## config.mk

```make
export PLATFORM = sky130hd
export DESIGN_NAME = medidor_frequencia
export DESIGN_NICKNAME = d
export VERILOG_FILES = /design/src/rtl/medidor_frequencia.sv
export SDC_FILE = /design/constraint.sdc
export NUM_CORES = 1
export LEC_CHECK = 0
export BUFFER_PORTS_ARGS = -buffer_cell sky130_fd_sc_hd__buf_2
export CAP_MARGIN = 20
export CELL_PAD_IN_SITES_DETAIL_PLACEMENT = 1
export CELL_PAD_IN_SITES_GLOBAL_PLACEMENT = 1
export CORE_MARGIN = 2
export CORE_UTILIZATION = 40
export DETAILED_ROUTE_END_ITERATION = 10
export GPL_TIMING_DRIVEN = 0
export PLACE_DENSITY = 0.85
export SLEW_MARGIN = 15
export SYNTH_ARGS = -nofsm -noshare
export SYNTH_HDL_FRONTEND = slang
export SYNTH_SLANG_ARGS = --single-unit
```

## constraint.sdc

```tcl
create_clock -name clk -period 2.32 [get_ports clk]
set_input_delay 0.232 -clock clk [delete_from_list [all_inputs] [get_ports clk]]
set_output_delay 0.232 -clock clk [all_outputs]
set_load 0.01 [all_outputs]
```

## src/rtl/medidor_frequencia.sv

```systemverilog
// Period meter: synchronizes a strobe, detects rising edges and measures the
// spacing between them in clk cycles, with range flagging and a stall timeout.
module medidor_frequencia #(
  parameter int CNT_W      = 32,
  parameter int MIN_PERIOD = 4,
  parameter int MAX_PERIOD = 2**24
) (
  input  logic             clk,
  input  logic             rst,
  input  logic             enable,
  input  logic             sig_in,
  output logic [CNT_W-1:0] period,
  output logic             period_valid,
  output logic             too_fast,
  output logic             timeout,
  output logic [15:0]      edge_count,
  output logic             armed
);

  localparam logic [CNT_W-1:0] MinCnt = CNT_W'(MIN_PERIOD);
  localparam logic [CNT_W-1:0] MaxCnt = CNT_W'(MAX_PERIOD);
  localparam logic [CNT_W-1:0] OneCnt = CNT_W'(1);

  typedef enum logic [1:0] {
    IDLE,
    ARM,
    MEASURE
  } state_t;

  state_t           state;
  logic             s1, s2, s3;
  logic [CNT_W-1:0] cnt;
  logic             e;

  assign e = s2 & ~s3;

  // Synchronizer, measurement FSM and all outputs; pulses default low every cycle
  // and a dropped enable takes priority over anything the FSM would do.
  always_ff @(posedge clk or posedge rst) begin
    if (rst) begin
      state        <= IDLE;
      s1           <= 1'b0;
      s2           <= 1'b0;
      s3           <= 1'b0;
      cnt          <= '0;
      period       <= '0;
      period_valid <= 1'b0;
      too_fast     <= 1'b0;
      timeout      <= 1'b0;
      edge_count   <= '0;
      armed        <= 1'b0;
    end else begin
      s1           <= sig_in;
      s2           <= s1;
      s3           <= s2;
      period_valid <= 1'b0;
      too_fast     <= 1'b0;
      timeout      <= 1'b0;
      if (!enable) begin
        state <= IDLE;
        cnt   <= '0;
        armed <= 1'b0;
      end else begin
        case (state)
          IDLE: begin
            cnt   <= '0;
            armed <= 1'b0;
            state <= ARM;
          end
          ARM: begin
            if (e) begin
              cnt        <= OneCnt;
              edge_count <= edge_count + 16'd1;
              armed      <= 1'b1;
              state      <= MEASURE;
            end
          end
          MEASURE: begin
            // An edge arriving exactly at the limit is still a legal period.
            if (e) begin
              period       <= cnt;
              period_valid <= 1'b1;
              too_fast     <= (cnt < MinCnt);
              cnt          <= OneCnt;
              edge_count   <= edge_count + 16'd1;
            end else if (cnt >= MaxCnt) begin
              timeout <= 1'b1;
              cnt     <= '0;
              armed   <= 1'b0;
              state   <= ARM;
            end else begin
              cnt <= cnt + OneCnt;
            end
          end
          default: begin
            state <= IDLE;
            cnt   <= '0;
            armed <= 1'b0;
          end
        endcase
      end
    end
  end

endmodule
```

# ---- Word-level counts from Yosys, hierarchy flattened
# Cells that the tools add are included.
dict set report classes {
  add_sub_neg 2
  mul 0
  n_div 0
  order_cmp 2
  eq_ne 5
  shift 0
  mux 25
  n_bitwise 2
  reduce_logical 5
}
# cell count
set ops {}
lappend ops {{$mux W32} 4}
lappend ops {{$pmux W32 S2} 1}
lappend ops {{$add A32 B1 Y32 const B} 1}
lappend ops {{$ge A32 B25 Y1 const B} 1}
lappend ops {{$lt A32 B3 Y1 const B} 1}
lappend ops {{$add A16 B1 Y16 const B} 1}
lappend ops {{$mux W1} 14}
lappend ops {{$ne A3 B3 Y1 const B} 3}
lappend ops {{$reduce_and A3 Y1} 3}
lappend ops {{$mux W2} 4}
lappend ops {{$pmux W2 S3} 1}
lappend ops {{$eq A2 B1 Y1 const B} 1}
lappend ops {{$eq A2 B2 Y1 const B} 1}
lappend ops {{$logic_not A2 Y1} 1}
lappend ops {{$pmux W1 S2} 1}
lappend ops {{$reduce_or A2 Y1} 1}
lappend ops {{$and A1 B1 Y1} 1}
lappend ops {{$not A1 Y1} 1}
dict set report word_totals {
  register_bits 89
  latch_bits 0
  ramBits 0
  mem_bits_ro 0
  in_bits 4
  memories 0
}

# ---- Logic depth before layout (Yosys ltp)
# Gate-level depths: netlist (run 1).
dict set report logic_depth {
  ltp_word 5
  depth_mapped 10
  ltp_nobuf 7
}

# ---- Worst setup path after synthesis (run 1)
# OpenSTA, ideal clock, no wires.
dict set report synth_path {
  path_type {register to register}
  from {register armed (netlist name)}
  to {register edge_count[14]}
  arrival_ps 1948
  required_time_ps 2195
  slack_ps 246
  stages_incl_launch_ff 9
  path_buffers 1
  period_less_slack_ps 2074
  cell_sequence {dfrtp_1 > inv_1 > ha_1 > and4bb_2 > clkbuf_2 > nand4_1 > nor2_1 > nand4_1 > xnor2_1}
}
# item line
set synth_rtl {}
lappend synth_rtl {{to (signal assigned)} 73} ;# edge_count <= edge_count + 16'd1;
lappend synth_rtl {{to (signal assigned)} 85} ;# edge_count <= edge_count + 16'd1;
lappend synth_rtl {{to (decl)} 16} ;# output logic [15:0] edge_count,

==> impl_metrics.prom, run 1 <==
# TYPE chip_impl_metric gauge
chip_impl_metric{name="final_net_count",unit=""} 479
chip_impl_metric{name="die_w",unit="µm"} 103
chip_impl_metric{name="worstSkewPairLatency",unit="ns"} 0.36
chip_impl_metric{name="fmax",unit="GHz"} 0.457
chip_impl_metric{name="critPathMaxFanout",unit=""} 10
chip_impl_metric{name="clock_path_buffers",unit=""} 2
chip_impl_metric{name="largest_net_degree_at_the_start_of_global_routing",unit=""} 37
chip_impl_metric{name="final.setup_skew",unit="ns"} 0.0113
chip_impl_metric{name="met1_track_utilization_from_global_routing",unit="%"} 25.4
chip_impl_metric{name="number_of_nets_still_failing_antenna_checks_after_routing",unit=""} 0
chip_impl_metric{name="p_leak",unit="µW"} 0.00238
chip_impl_metric{name="insertedDiodeCount",unit=""} 0
chip_impl_metric{name="layout_setup_ws",unit="ns"} 0.130
chip_impl_info{name="synth_top_flop_cell",value="dfrtp_1"} 1
chip_impl_metric{name="clock_buffers_created_by_tritoncts",unit=""} 9
chip_impl_metric{name="syn-mean-instance-area",unit="µm²"} 9.83
chip_impl_metric{name="hold-path-cell-count",unit=""} 2
chip_impl_metric{name="met3_usage",unit="%"} 3.83
chip_impl_metric{name="grt.overflow.total",unit=""} 0
chip_impl_metric{name="track_usage",unit="%"} 19.2
chip_impl_metric{name="syn_inst",unit=""} 402
chip_impl_metric{name="ys_async_sr_fraction",unit="%"} 100
chip_impl_metric{name="die_h",unit="µm"} 103
chip_impl_info{name="hold_path.class",value="in -> reg"} 1
chip_impl_metric{name="r2r_cells",unit=""} 8
chip_impl_metric{name="synth.yosys.seq_area_share",unit="%"} 55.7
chip_impl_info{name="critPathLaunchType",value="flip-flop"} 1
chip_impl_info{name="synth_area_leader_cell",value="dfrtp_1"} 1
chip_impl_metric{name="post_route_fraction_of_the_period_consumed_by_the_critical_path",unit="%"} 94.4
chip_impl_metric{name="initial_utilization",unit="%"} 40.8
chip_impl_info{name="critPathKind",value="reg -> reg"} 1
chip_impl_metric{name="initial_antenna_violation_count",unit=""} 0
chip_impl_metric{name="place_hpwl",unit="mm"} 6.86
chip_impl_metric{name="critPathMaxStageDelay",unit="ns"} 0.63
chip_impl_metric{name="gp_congestion",unit=""} 0.795
chip_impl_info{name="setup_repair_after_global_routing_missed_its_margin",value="false"} 1
chip_impl_metric{name="worst-slew-pin-transition",unit="ns"} 0.682
chip_impl_info{name="globalRoute.busiestLayer",value="met2"} 1
chip_impl_metric{name="power_density",unit="nW/µm²"} 635
chip_impl_metric{name="pin_count",unit=""} 56
chip_impl_metric{name="area_grow_syn2layout",unit="%"} 17.7
chip_impl_info{name="most_common_library_cell_in_the_layout_ignoring_fill_and_taps",value="nand2_1"} 1
chip_impl_info{name="crit_path_cell_trace",value="inv_1 -> ha_2 -> and2_4 -> buf_6 -> a2111oi_4 -> nand4_1 -> xor2_1 -> nor2_1"} 1
chip_impl_info{name="clk_root_buffer_cell",value="clkbuf_8"} 1
chip_impl_metric{name="via_count_of_the_first_global_routing_pass",unit=""} 3319
chip_impl_info{name="endpoint_kind",value="flip-flop"} 1
chip_impl_metric{name="route.vias.total",unit=""} 3170
chip_impl_metric{name="coreArea",unit="µm²"} 9680
chip_impl_metric{name="drive_gt1_share",unit="%"} 20.4
chip_impl_metric{name="n_fill_cell",unit=""} 1138
chip_impl_metric{name="die-area",unit="µm²"} 10700
chip_impl_metric{name="detail_route.drc_violations",unit=""} 0
chip_impl_metric{name="post_synth_num_cell_types",unit=""} 46
chip_impl_info{name="run_status",value="complete, no violations"} 1
chip_impl_metric{name="slew_headroom",unit="%"} 54.4
chip_impl_metric{name="setup_tns_final",unit="ns"} 0
chip_impl_metric{name="synth.ff_latch_count",unit=""} 88
chip_impl_metric{name="critPathArrivalTime",unit="ns"} 2.43
chip_impl_metric{name="htree_num_levels",unit=""} 3
chip_impl_info{name="slowest_library_cell_on_the_worst_path",value="a2111oi_4"} 1
chip_impl_metric{name="vdd_drop_max",unit="V"} 0.000343
chip_impl_metric{name="number_of_vias_per_cell_after_detailed_routing",unit=""} 5.21
chip_impl_metric{name="yosys_warnings",unit=""} 0
chip_impl_metric{name="post_drt_wl_per_cell",unit="µm"} 15.8
chip_impl_info{name="min_delay_worst_endpoint",value="armed"} 1
chip_impl_metric{name="max_cap_viol_count",unit=""} 0
chip_impl_info{name="rr_endpoint",value="cnt[18]"} 1
chip_impl_metric{name="detailedRoute.firstIterationViolations",unit=""} 132
chip_impl_metric{name="number_of_clock_sinks",unit=""} 88
chip_impl_metric{name="slew_viol_final",unit=""} 0
chip_impl_metric{name="postCtsSetupRepairBufs",unit=""} 0
chip_impl_metric{name="rows",unit=""} 36
chip_impl_metric{name="clk_pin_slew_worst_paths",unit="ns"} 0.09
chip_impl_info{name="synth.top_cells.by_area",value="dfrtp_1 (56%), nand2_1 (11%), xor2_1 (3.8%)"} 1
chip_impl_metric{name="grt_first_pass_wirelength",unit="mm"} 16.0
chip_impl_metric{name="firstDrtPassIters",unit=""} 4
chip_impl_metric{name="synth_enable_flop_cells",unit=""} 0
chip_impl_metric{name="groute.layer.met2.usage",unit="%"} 31.9
chip_impl_metric{name="port-buffer-count",unit=""} 54
chip_impl_info{name="r2r-start",value="armed"} 1
chip_impl_metric{name="timing.final.crit_period",unit="ns"} 2.19
chip_impl_metric{name="crit_required",unit="ns"} 2.56
chip_impl_metric{name="synthesized_nets",unit=""} 411
chip_impl_info{name="cts_tree",value="built"} 1
chip_impl_info{name="hp-start",value="enable"} 1
chip_impl_metric{name="dp_worst_setup_slack",unit="ns"} 0.0356
chip_impl_info{name="critical_path.startpoint",value="armed"} 1
chip_impl_metric{name="wl",unit="mm"} 9.60
chip_impl_metric{name="timing.reg2reg.setup_slack",unit="ns"} 0.13
chip_impl_metric{name="syn-cell-area",unit="µm²"} 3950
chip_impl_metric{name="synth_top_area_share",unit="%"} 55.7
chip_impl_metric{name="setup_viol",unit=""} 0
chip_impl_info{name="final_cell_mix",value="nand2_1 (111), dfrtp_1 (88), buf_2 (57), nor2_1 (23), nand3_1 (20)"} 1
chip_impl_metric{name="final_hold_viol_count",unit=""} 0
## Yosys cell counts, types with 2 or more instances
master and count:
nand4_1 17, buf_2 3, and2_1 4, o22ai_1 2, a21oi_1 5, clkbuf_1 9
nor3_1 2, nor2_2 2, nand2b_1 2, mux2_2 2, buf_6 2, nand3_1 20
xor2_1 17, o21ai_0 10, nor4_1 8, dfrtp_1 88, clkbuf_2 2, nand2_1 111
and4_1 2, nor4_2 3, ha_1 5, xnor2_1 11, a31oi_1 2, and3_1 16
or2_2 2, inv_1 12, nor2_1 24
## area by class of cell
cell class / count / area (µm²) / share of cell area, %
sequential: 88 / 2200 / 47.4
timing repair buffer: 58 / 330 / 7.10
buffer: 15 / 77.6 / 1.67
clock inverter: 6 / 68.8 / 1.48
inverter: 12 / 48.8 / 1.05
clock buffer: 10 / 128 / 2.74
tap: 133 / 166 / 3.58
multi-input combinational: 286 / 1630 / 35.0
## cell families after synthesis
kind of cell	after synthesis	synth area share, %
compound gates	27	4.72
xor+xnor	28	6.21
fa+ha+maj	5	1.58
buf+inv	28	3.20
flops	88	55.7
mux	3	0.823
simple gates	223	27.7
## metrics by stage
step	power (µW)	hold slack [ns]	instance area (µm²)	utilization, %	instances
finish	2950	0.132	4650	48.0	608
global route	3070	0.135	4650	48.0	608
CTS	2980	0.126	4650	48.0	609
detailed placement	1900	0.337	4430	45.8	591
global placement	1870	0.332	4390	45.3	589
floorplan	1800	0.263	3960	-	402
## critical path, delay by kind of cell (launching register included)
kind	cells	cell delay, ns
AOI/OAI and AO/OA	1	0.63
and+or+nand+nor	3	0.45
DFF	1	0.38
adders and majority gates	1	0.22
buffers and inverters	2	0.21
xor gates and xnor gates	1	0.20
## flip-flops by register name, indices dropped and copies added (netlist names)
name and cells:
s3 1, timeout 1, period_valid 1, armed 1, state 1, s1 1
too_fast 1, s2 1, cnt 32, edge_count 16, period 32
## report_power, final
part,switching [µW],internal [µW]
clock network,572,504
logic,162,98.1
registers,46.4,1570
total,780,2170
## what timing repair did
action	4_1_cts	5_1_grt
resized for setup	0	4
endpoints found under the hold margin	27	0
setup endpoints to repair	0	12
hold buffers	2	0
## how the worst max path moves through the flow
| stage | slack, ns | end | cells after the start |
|---|---|---|---|
| after detailed placement | 0.04 | edge_count[11] | 8 |
| after floorplan | 0.25 | edge_count[14] | 8 |
| after global routing | 0.04 | cnt[18] | 8 |
| after global placement | 0.08 | edge_count[14] | 8 |
| final | 0.13 | cnt[18] | 8 |
| after CTS | 0.02 | edge_count[11] | 8 |
## per-layer routing
layer,share of wire [%],vias to the layer above
met2,51,52
met5,0,-
met1,44,1616
met3,3.2,12
li1,-,1490
met4,1.2,0
Note: power is estimated with default switching activity, not from simulation.
==> run 2, diff against run 1 <==
Settings changed: BUFFER_PORTS_ARGS -buffer_cell sky130_fd_sc_hd__buf_2 to -buffer_cell sky130_fd_sc_hd__clkbuf_2.
==> impl_metrics.prom, run 2 (synthesis gave the netlist of run 1 again) <==
# TYPE chip_impl_metric gauge
chip_impl_metric{name="worst-slew-pin-transition",unit="ns"} 0.673
chip_impl_metric{name="fin_area",unit="µm²"} 4660
chip_impl_metric{name="htree_num_levels",unit=""} 3
chip_impl_metric{name="route.vias.total",unit=""} 3169
chip_impl_metric{name="final.setup_skew",unit="ns"} 0.0115
chip_impl_metric{name="finalCoreUtilization",unit="%"} 48.1
chip_impl_metric{name="combinationalPowerShare",unit="%"} 9.0
chip_impl_metric{name="insertedDiodeCount",unit=""} 0
chip_impl_metric{name="number_of_nets_still_failing_antenna_checks_after_routing",unit=""} 0
chip_impl_metric{name="post_route_fraction_of_the_period_consumed_by_the_critical_path",unit="%"} 94.3
chip_impl_metric{name="slew_headroom",unit="%"} 55.0
chip_impl_metric{name="final_net_count",unit=""} 483
chip_impl_metric{name="clock_buffers_created_by_tritoncts",unit=""} 9
chip_impl_metric{name="detail_route.drc_violations",unit=""} 0
chip_impl_metric{name="clk_pin_slew_worst_paths",unit="ns"} 0.08
chip_impl_info{name="largest_registers",value="cnt x32, period x32, edge_count x16"} 1
chip_impl_metric{name="vdd_drop_max",unit="V"} 0.000495
chip_impl_metric{name="total_power_of_the_final_layout",unit="µW"} 2830
chip_impl_info{name="critPathKind",value="reg -> reg"} 1
chip_impl_metric{name="final_hold_viol_count",unit=""} 0
chip_impl_info{name="most_common_library_cell_in_the_layout_ignoring_fill_and_taps",value="nand2_1"} 1
chip_impl_metric{name="gp_congestion",unit=""} 0.793
chip_impl_metric{name="die_w",unit="µm"} 103
chip_impl_metric{name="worstSkewPairLatency",unit="ns"} 0.36
chip_impl_metric{name="setup_viol",unit=""} 0
chip_impl_metric{name="slew_viol_final",unit=""} 0
chip_impl_info{name="setup_repair_after_global_routing_missed_its_margin",value="false"} 1
chip_impl_metric{name="p_sw",unit="µW"} 775
chip_impl_metric{name="number_of_clock_sinks",unit=""} 88
chip_impl_info{name="run_status",value="complete, no violations"} 1
chip_impl_info{name="endpoint_kind",value="flip-flop"} 1
chip_impl_info{name="slowest_library_cell_on_the_worst_path",value="dfrtp_1"} 1
chip_impl_metric{name="largest_net_degree_at_the_start_of_global_routing",unit=""} 37
chip_impl_metric{name="crit_required",unit="ns"} 2.60
chip_impl_info{name="crit_path_cell_trace",value="inv_1 -> ha_2 -> and4bb_2 -> clkbuf_2 -> nand2_1 -> or2_2 -> nor2_1 -> xor2_1"} 1
chip_impl_metric{name="final.hold.worst_slack",unit="ns"} 0.137
chip_impl_metric{name="timing.final.crit_period",unit="ns"} 2.19
chip_impl_info{name="clk_root_buffer_cell",value="clkbuf_8"} 1
chip_impl_metric{name="setup_tns_final",unit="ns"} 0
chip_impl_metric{name="n_fill_cell",unit=""} 1130
chip_impl_metric{name="internal_power",unit="µW"} 2060
chip_impl_metric{name="detailedRoute.firstIterationViolations",unit=""} 116
chip_impl_metric{name="power.sequential.fraction",unit="%"} 57.0
chip_impl_info{name="cts_tree",value="built"} 1
chip_impl_metric{name="critical_path.n_buffers_inverters",unit=""} 2
chip_impl_metric{name="critPathArrivalTime",unit="ns"} 2.47
chip_impl_info{name="critPathLaunchType",value="flip-flop"} 1
chip_impl_metric{name="initial_utilization",unit="%"} 40.8
chip_impl_metric{name="fmax",unit="GHz"} 0.457
chip_impl_info{name="critical-path-top-delay-family",value="simple AND/OR/NAND/NOR gates"} 1
chip_impl_metric{name="number_of_vias_per_cell_after_detailed_routing",unit=""} 5.18
chip_impl_metric{name="power_density",unit="nW/µm²"} 608
chip_impl_info{name="final_cell_mix",value="nand2_1 (111), dfrtp_1 (88), clkbuf_2 (57), nor2_1 (22), nand3_1 (19)"} 1
chip_impl_metric{name="grt.overflow.total",unit=""} 0
chip_impl_metric{name="area.sequential",unit="µm²"} 2200
chip_impl_metric{name="switching_share",unit="%"} 27.3
chip_impl_metric{name="grt_first_pass_wirelength",unit="mm"} 15.7
chip_impl_metric{name="clock_path_buffers",unit=""} 2
chip_impl_metric{name="placedInstanceArea",unit="µm²"} 4430
chip_impl_metric{name="rows",unit=""} 36
chip_impl_metric{name="die_h",unit="µm"} 103
chip_impl_metric{name="initial_antenna_violation_count",unit=""} 0
chip_impl_metric{name="drive_gt1_share",unit="%"} 21.5
chip_impl_metric{name="firstDrtPassIters",unit=""} 4
chip_impl_metric{name="critPathMaxFanout",unit=""} 7
chip_impl_metric{name="area_grow_syn2layout",unit="%"} 18.0
chip_impl_info{name="hold_path.class",value="in -> reg"} 1
chip_impl_metric{name="power_frac_clock",unit="%"} 34.0
chip_impl_metric{name="track_usage",unit="%"} 18.8
chip_impl_metric{name="port-buffer-count",unit=""} 54
chip_impl_metric{name="die-area",unit="µm²"} 10700
chip_impl_metric{name="coreArea",unit="µm²"} 9680
chip_impl_metric{name="total_area_of_multi_input_combinational_cells",unit="µm²"} 1640
chip_impl_metric{name="via_count_of_the_first_global_routing_pass",unit=""} 3335
chip_impl_metric{name="post_drt_wl_per_cell",unit="µm"} 15.4
chip_impl_metric{name="critPathMaxStageDelay",unit="ns"} 0.41
chip_impl_metric{name="p_leak",unit="µW"} 0.00233
chip_impl_metric{name="place_hpwl",unit="mm"} 6.84
chip_impl_metric{name="wl",unit="mm"} 9.42
chip_impl_metric{name="max_cap_viol_count",unit=""} 0
chip_impl_metric{name="pin_count",unit=""} 56
## run 2: cell types whose count changed in the layout (fill, tap and decap cells not counted), moves of 2 or more
cell,change
buf_2,-54
clkbuf_2,+55
clkinvlp_4,+2
buf_4,+3
## run 2: worst register-to-register path, cell delays in order, from the launching register on
cell,delay [ns]
dfrtp_1,0.41
inv_1,0.09
ha_2,0.34
and4bb_2,0.31
clkbuf_2,0.18
nand2_1,0.10
or2_2,0.36
nor2_1,0.17
xor2_1,0.16
## run 2: final timing paths
check	endpoint	slack [ns]	cells past startpoint	from
min reg2reg	s2	0.36	0	s1
max reg2reg	edge_count[15]	0.13	8	armed
max	edge_count[15]	0.13	8	armed
min	armed	0.14	2	enable
min in group asynchronous	edge_count[8]	0.52	3	rst
max in group asynchronous	period[1]	1.21	4	rst
## run 2: repair_timing
item,in CTS,in global routing
resized for setup,1,5
cloned,0,0
hold endpoints to repair,28,0
endpoints found under the setup margin,1,12
buffers inserted,0,3
pin swaps,0,2
hold buffers,2,0
## run 2: metal layers
metal | vias to the layer above | GRT usage (%) | share of wire (%)
met5 | - | 0 | 0
met4 | 0 | 7.19 | 1.2
met3 | 10 | 3.83 | 3.0
met2 | 52 | 31.1 | 51
met1 | 1608 | 24.5 | 45
li1 | 1499 | - | -
## run 2: final cells by class
cell class / count / share of cell area (%)
buffer: 16 / 1.77
tap: 133 / 3.57
sequential: 88 / 47.2
clock buffer: 10 / 2.74
timing repair buffer: 61 / 7.57
multi-input combinational: 286 / 35.1
clock inverter: 6 / 0.966
inverter: 12 / 1.05
## run 2: metrics by stage
step                      setup slack (ns)  std cells
after global routing                0.0150        612
final                                0.133        612
after detailed placement            0.0268        591
after floorplan                      0.246        402
after CTS                          0.00524        609
after global placement              0.0733        589
## run 2: power groups by stage
stage | Clock [µW] | Combinational [µW] | Sequential, µW
2_1_floorplan | 0 | 155 | 1650
3_3_place_gp | 0 | 230 | 1640
3_5_place_dp | 0 | 251 | 1650
4_1_cts | 990 | 257 | 1620
5_1_grt | 1050 | 290 | 1620
6_report | 963 | 255 | 1610
==> run 3, diff against run 2 <==
Settings changed: RECOVER_POWER from default to 25, REMOVE_ABC_BUFFERS from default to 1.
==> impl_metrics.prom, run 3 (synthesis gave the netlist of run 1 again) <==
# TYPE chip_impl_metric gauge
chip_impl_info{name="run_status",value="complete, no violations"} 1
chip_impl_metric{name="area_grow_syn2layout",unit="%"} 17.2
chip_impl_metric{name="die_h",unit="µm"} 103
chip_impl_metric{name="clk_pin_slew_worst_paths",unit="ns"} 0.09
chip_impl_metric{name="max_cap_viol_count",unit=""} 0
chip_impl_metric{name="route.vias.total",unit=""} 3098
chip_impl_metric{name="drive_gt1_share",unit="%"} 19.4
chip_impl_info{name="largest_registers",value="cnt x32, period x32, edge_count x16"} 1
chip_impl_metric{name="timing.final.crit_period",unit="ns"} 2.14
chip_impl_metric{name="initial_antenna_violation_count",unit=""} 0
chip_impl_metric{name="met1_track_utilization_from_global_routing",unit="%"} 24.8
chip_impl_metric{name="htree_num_levels",unit=""} 3
chip_impl_info{name="crit_path_cell_trace",value="nand2b_1 -> nand3_1 -> nor4_4 -> a41oi_1 -> a31oi_1"} 1
chip_impl_metric{name="critical_path.n_buffers_inverters",unit=""} 0
chip_impl_metric{name="rows",unit=""} 36
chip_impl_metric{name="timing.reg2reg.setup_slack",unit="ns"} 0.18
chip_impl_metric{name="die_w",unit="µm"} 103
chip_impl_metric{name="pin_count",unit=""} 56
chip_impl_metric{name="slew_viol_final",unit=""} 0
chip_impl_metric{name="grt.overflow.total",unit=""} 0
chip_impl_metric{name="total_power_of_the_final_layout",unit="µW"} 3050
chip_impl_metric{name="initial_utilization",unit="%"} 40.8
chip_impl_metric{name="detail_route.drc_violations",unit=""} 0
chip_impl_info{name="final_cell_mix",value="nand2_1 (111), dfrtp_1 (88), clkbuf_2 (48), nor2_1 (22), nand3_1 (19)"} 1
chip_impl_info{name="min_delay_worst_endpoint",value="armed"} 1
chip_impl_info{name="rr_endpoint",value="cnt[21]"} 1
chip_impl_metric{name="groute.layer.met2.usage",unit="%"} 30.3
chip_impl_metric{name="worst-slew-pin-transition",unit="ns"} 1.32
chip_impl_metric{name="placedInstanceArea",unit="µm²"} 4350
chip_impl_metric{name="slew_headroom",unit="%"} 11.6
chip_impl_info{name="critPathLaunchType",value="flip-flop"} 1
chip_impl_metric{name="clock_path_buffers",unit=""} 2
chip_impl_metric{name="setup_tns_final",unit="ns"} 0
chip_impl_metric{name="track_usage",unit="%"} 18.8
chip_impl_info{name="hold_path.class",value="in -> reg"} 1
chip_impl_metric{name="critPathMaxFanout",unit=""} 14
chip_impl_metric{name="die-area",unit="µm²"} 10700
chip_impl_info{name="critical_path.startpoint",value="s3"} 1
chip_impl_info{name="globalRoute.busiestLayer",value="met2"} 1
chip_impl_metric{name="worstSkewPairLatency",unit="ns"} 0.36
chip_impl_metric{name="dp_worst_setup_slack",unit="ns"} -0.639
chip_impl_metric{name="number_of_nets_still_failing_antenna_checks_after_routing",unit=""} 0
chip_impl_metric{name="insertedDiodeCount",unit=""} 0
chip_impl_metric{name="firstDrtPassIters",unit=""} 4
chip_impl_info{name="r2r-start",value="s3"} 1
chip_impl_metric{name="detailedRoute.firstIterationViolations",unit=""} 92
chip_impl_metric{name="clock_buffers_created_by_tritoncts",unit=""} 9
chip_impl_info{name="setup_repair_after_global_routing_missed_its_margin",value="false"} 1
chip_impl_metric{name="met3_usage",unit="%"} 5.11
chip_impl_metric{name="post_route_fraction_of_the_period_consumed_by_the_critical_path",unit="%"} 92.2
chip_impl_info{name="clk_root_buffer_cell",value="clkbuf_8"} 1
chip_impl_metric{name="p_leak",unit="µW"} 0.00228
chip_impl_metric{name="critPathArrivalTime",unit="ns"} 2.43
chip_impl_info{name="most_common_library_cell_in_the_layout_ignoring_fill_and_taps",value="nand2_1"} 1
chip_impl_metric{name="final_hold_viol_count",unit=""} 0
chip_impl_metric{name="number_of_clock_sinks",unit=""} 88
chip_impl_metric{name="wl",unit="mm"} 9.30
chip_impl_metric{name="critPathMaxStageDelay",unit="ns"} 0.50
chip_impl_metric{name="hold-path-cell-count",unit=""} 2
chip_impl_metric{name="vdd_drop_max",unit="V"} 0.000386
chip_impl_info{name="critical-path-top-delay-family",value="simple AND/OR/NAND/NOR gates"} 1
chip_impl_metric{name="r2r_cells",unit=""} 5
chip_impl_info{name="critPathKind",value="reg -> reg"} 1
chip_impl_metric{name="post_drt_wl_per_cell",unit="µm"} 15.6
chip_impl_info{name="hp-start",value="enable"} 1
chip_impl_metric{name="largest_net_degree_at_the_start_of_global_routing",unit=""} 57
chip_impl_metric{name="number_of_vias_per_cell_after_detailed_routing",unit=""} 5.19
chip_impl_info{name="cts_tree",value="built"} 1
chip_impl_metric{name="port-buffer-count",unit=""} 55
chip_impl_metric{name="place_hpwl",unit="mm"} 6.07
chip_impl_metric{name="power_density",unit="nW/µm²"} 658
chip_impl_metric{name="coreArea",unit="µm²"} 9680
chip_impl_metric{name="final_net_count",unit=""} 468
chip_impl_info{name="slowest_library_cell_on_the_worst_path",value="nand2b_1"} 1
chip_impl_metric{name="setup_viol",unit=""} 0
chip_impl_metric{name="fmax",unit="GHz"} 0.468
chip_impl_metric{name="final.setup_skew",unit="ns"} 0.00875
chip_impl_metric{name="gp_congestion",unit=""} 0.863
chip_impl_metric{name="grt_first_pass_wirelength",unit="mm"} 15.4
chip_impl_info{name="endpoint_kind",value="flip-flop"} 1
chip_impl_metric{name="crit_required",unit="ns"} 2.61
chip_impl_metric{name="fin_area",unit="µm²"} 4630
chip_impl_metric{name="layout_setup_ws",unit="ns"} 0.182
chip_impl_metric{name="via_count_of_the_first_global_routing_pass",unit=""} 3103
run 3: cell types whose count changed in the layout (fill, tap and decap cells not counted), moves of 2 or more:
cell,before,now
clkbuf_2,57,48
buf_6,2,0
buf_12,2,0
buf_2,3,0
bufinv_16,0,2
run 3: layout make-up:
type                    count  area (µm²)
clock buffers              11         141
clock inverters             5        80.1
fillers                  1095        5050
inverters                  12        48.8
multi-input cells         286        1650
flip-flops and latches     88        2200
well taps                 133         166
repair buffers             61         337
repair inverters            1        7.51
run 3: where the power goes:
group / internal (µW) / switching [µW]
registers: 1570 / 45.2
logic: 86.6 / 158
clock network: 635 / 555
run 3: layer usage:
| layer | share of wire (%) | wire length, µm | up-vias |
|---|---|---|---|
| met3 | 4.6 | 428 | 16 |
| met5 | 0 | 0 | - |
| met1 | 45 | 4200 | 1557 |
| li1 | - | - | 1467 |
| met4 | 1.6 | 145 | 0 |
| met2 | 49 | 4530 | 58 |
run 3: worst max path at each step:
stage / to / slack, ns / depth (start not counted)
after floorplan: armed / -0.19 / 1
after global placement: period[25] / -1.20 / 2
after detailed placement: too_fast / -0.64 / 6
after CTS: cnt[5] / 0.06 / 7
after global routing: cnt[8] / 0.02 / 5
final: cnt[21] / 0.18 / 5
run 3: timing repair:
item | CTS | global route
endpoints found under the setup margin | 43 | 29
resized for setup | 3 | 5
hold buffers | 2 | 0
cloned | 1 | 0
endpoints found under the hold margin | 33 | 0
pin swaps | 0 | 0
setup buffers | 0 | 3
run 3: through the flow:
| step | hold slack [ns] | util, % | std cells |
|---|---|---|---|
| 6_report | 0.226 | 47.8 | 597 |
| 5_1_grt | 0.232 | 47.8 | 597 |
| 4_1_cts | 0.200 | 47.6 | 594 |
| 3_5_place_dp | 0.270 | 44.9 | 575 |
| 3_3_place_gp | 0.340 | 44.5 | 574 |
| 2_1_floorplan | 0.263 | - | 386 |
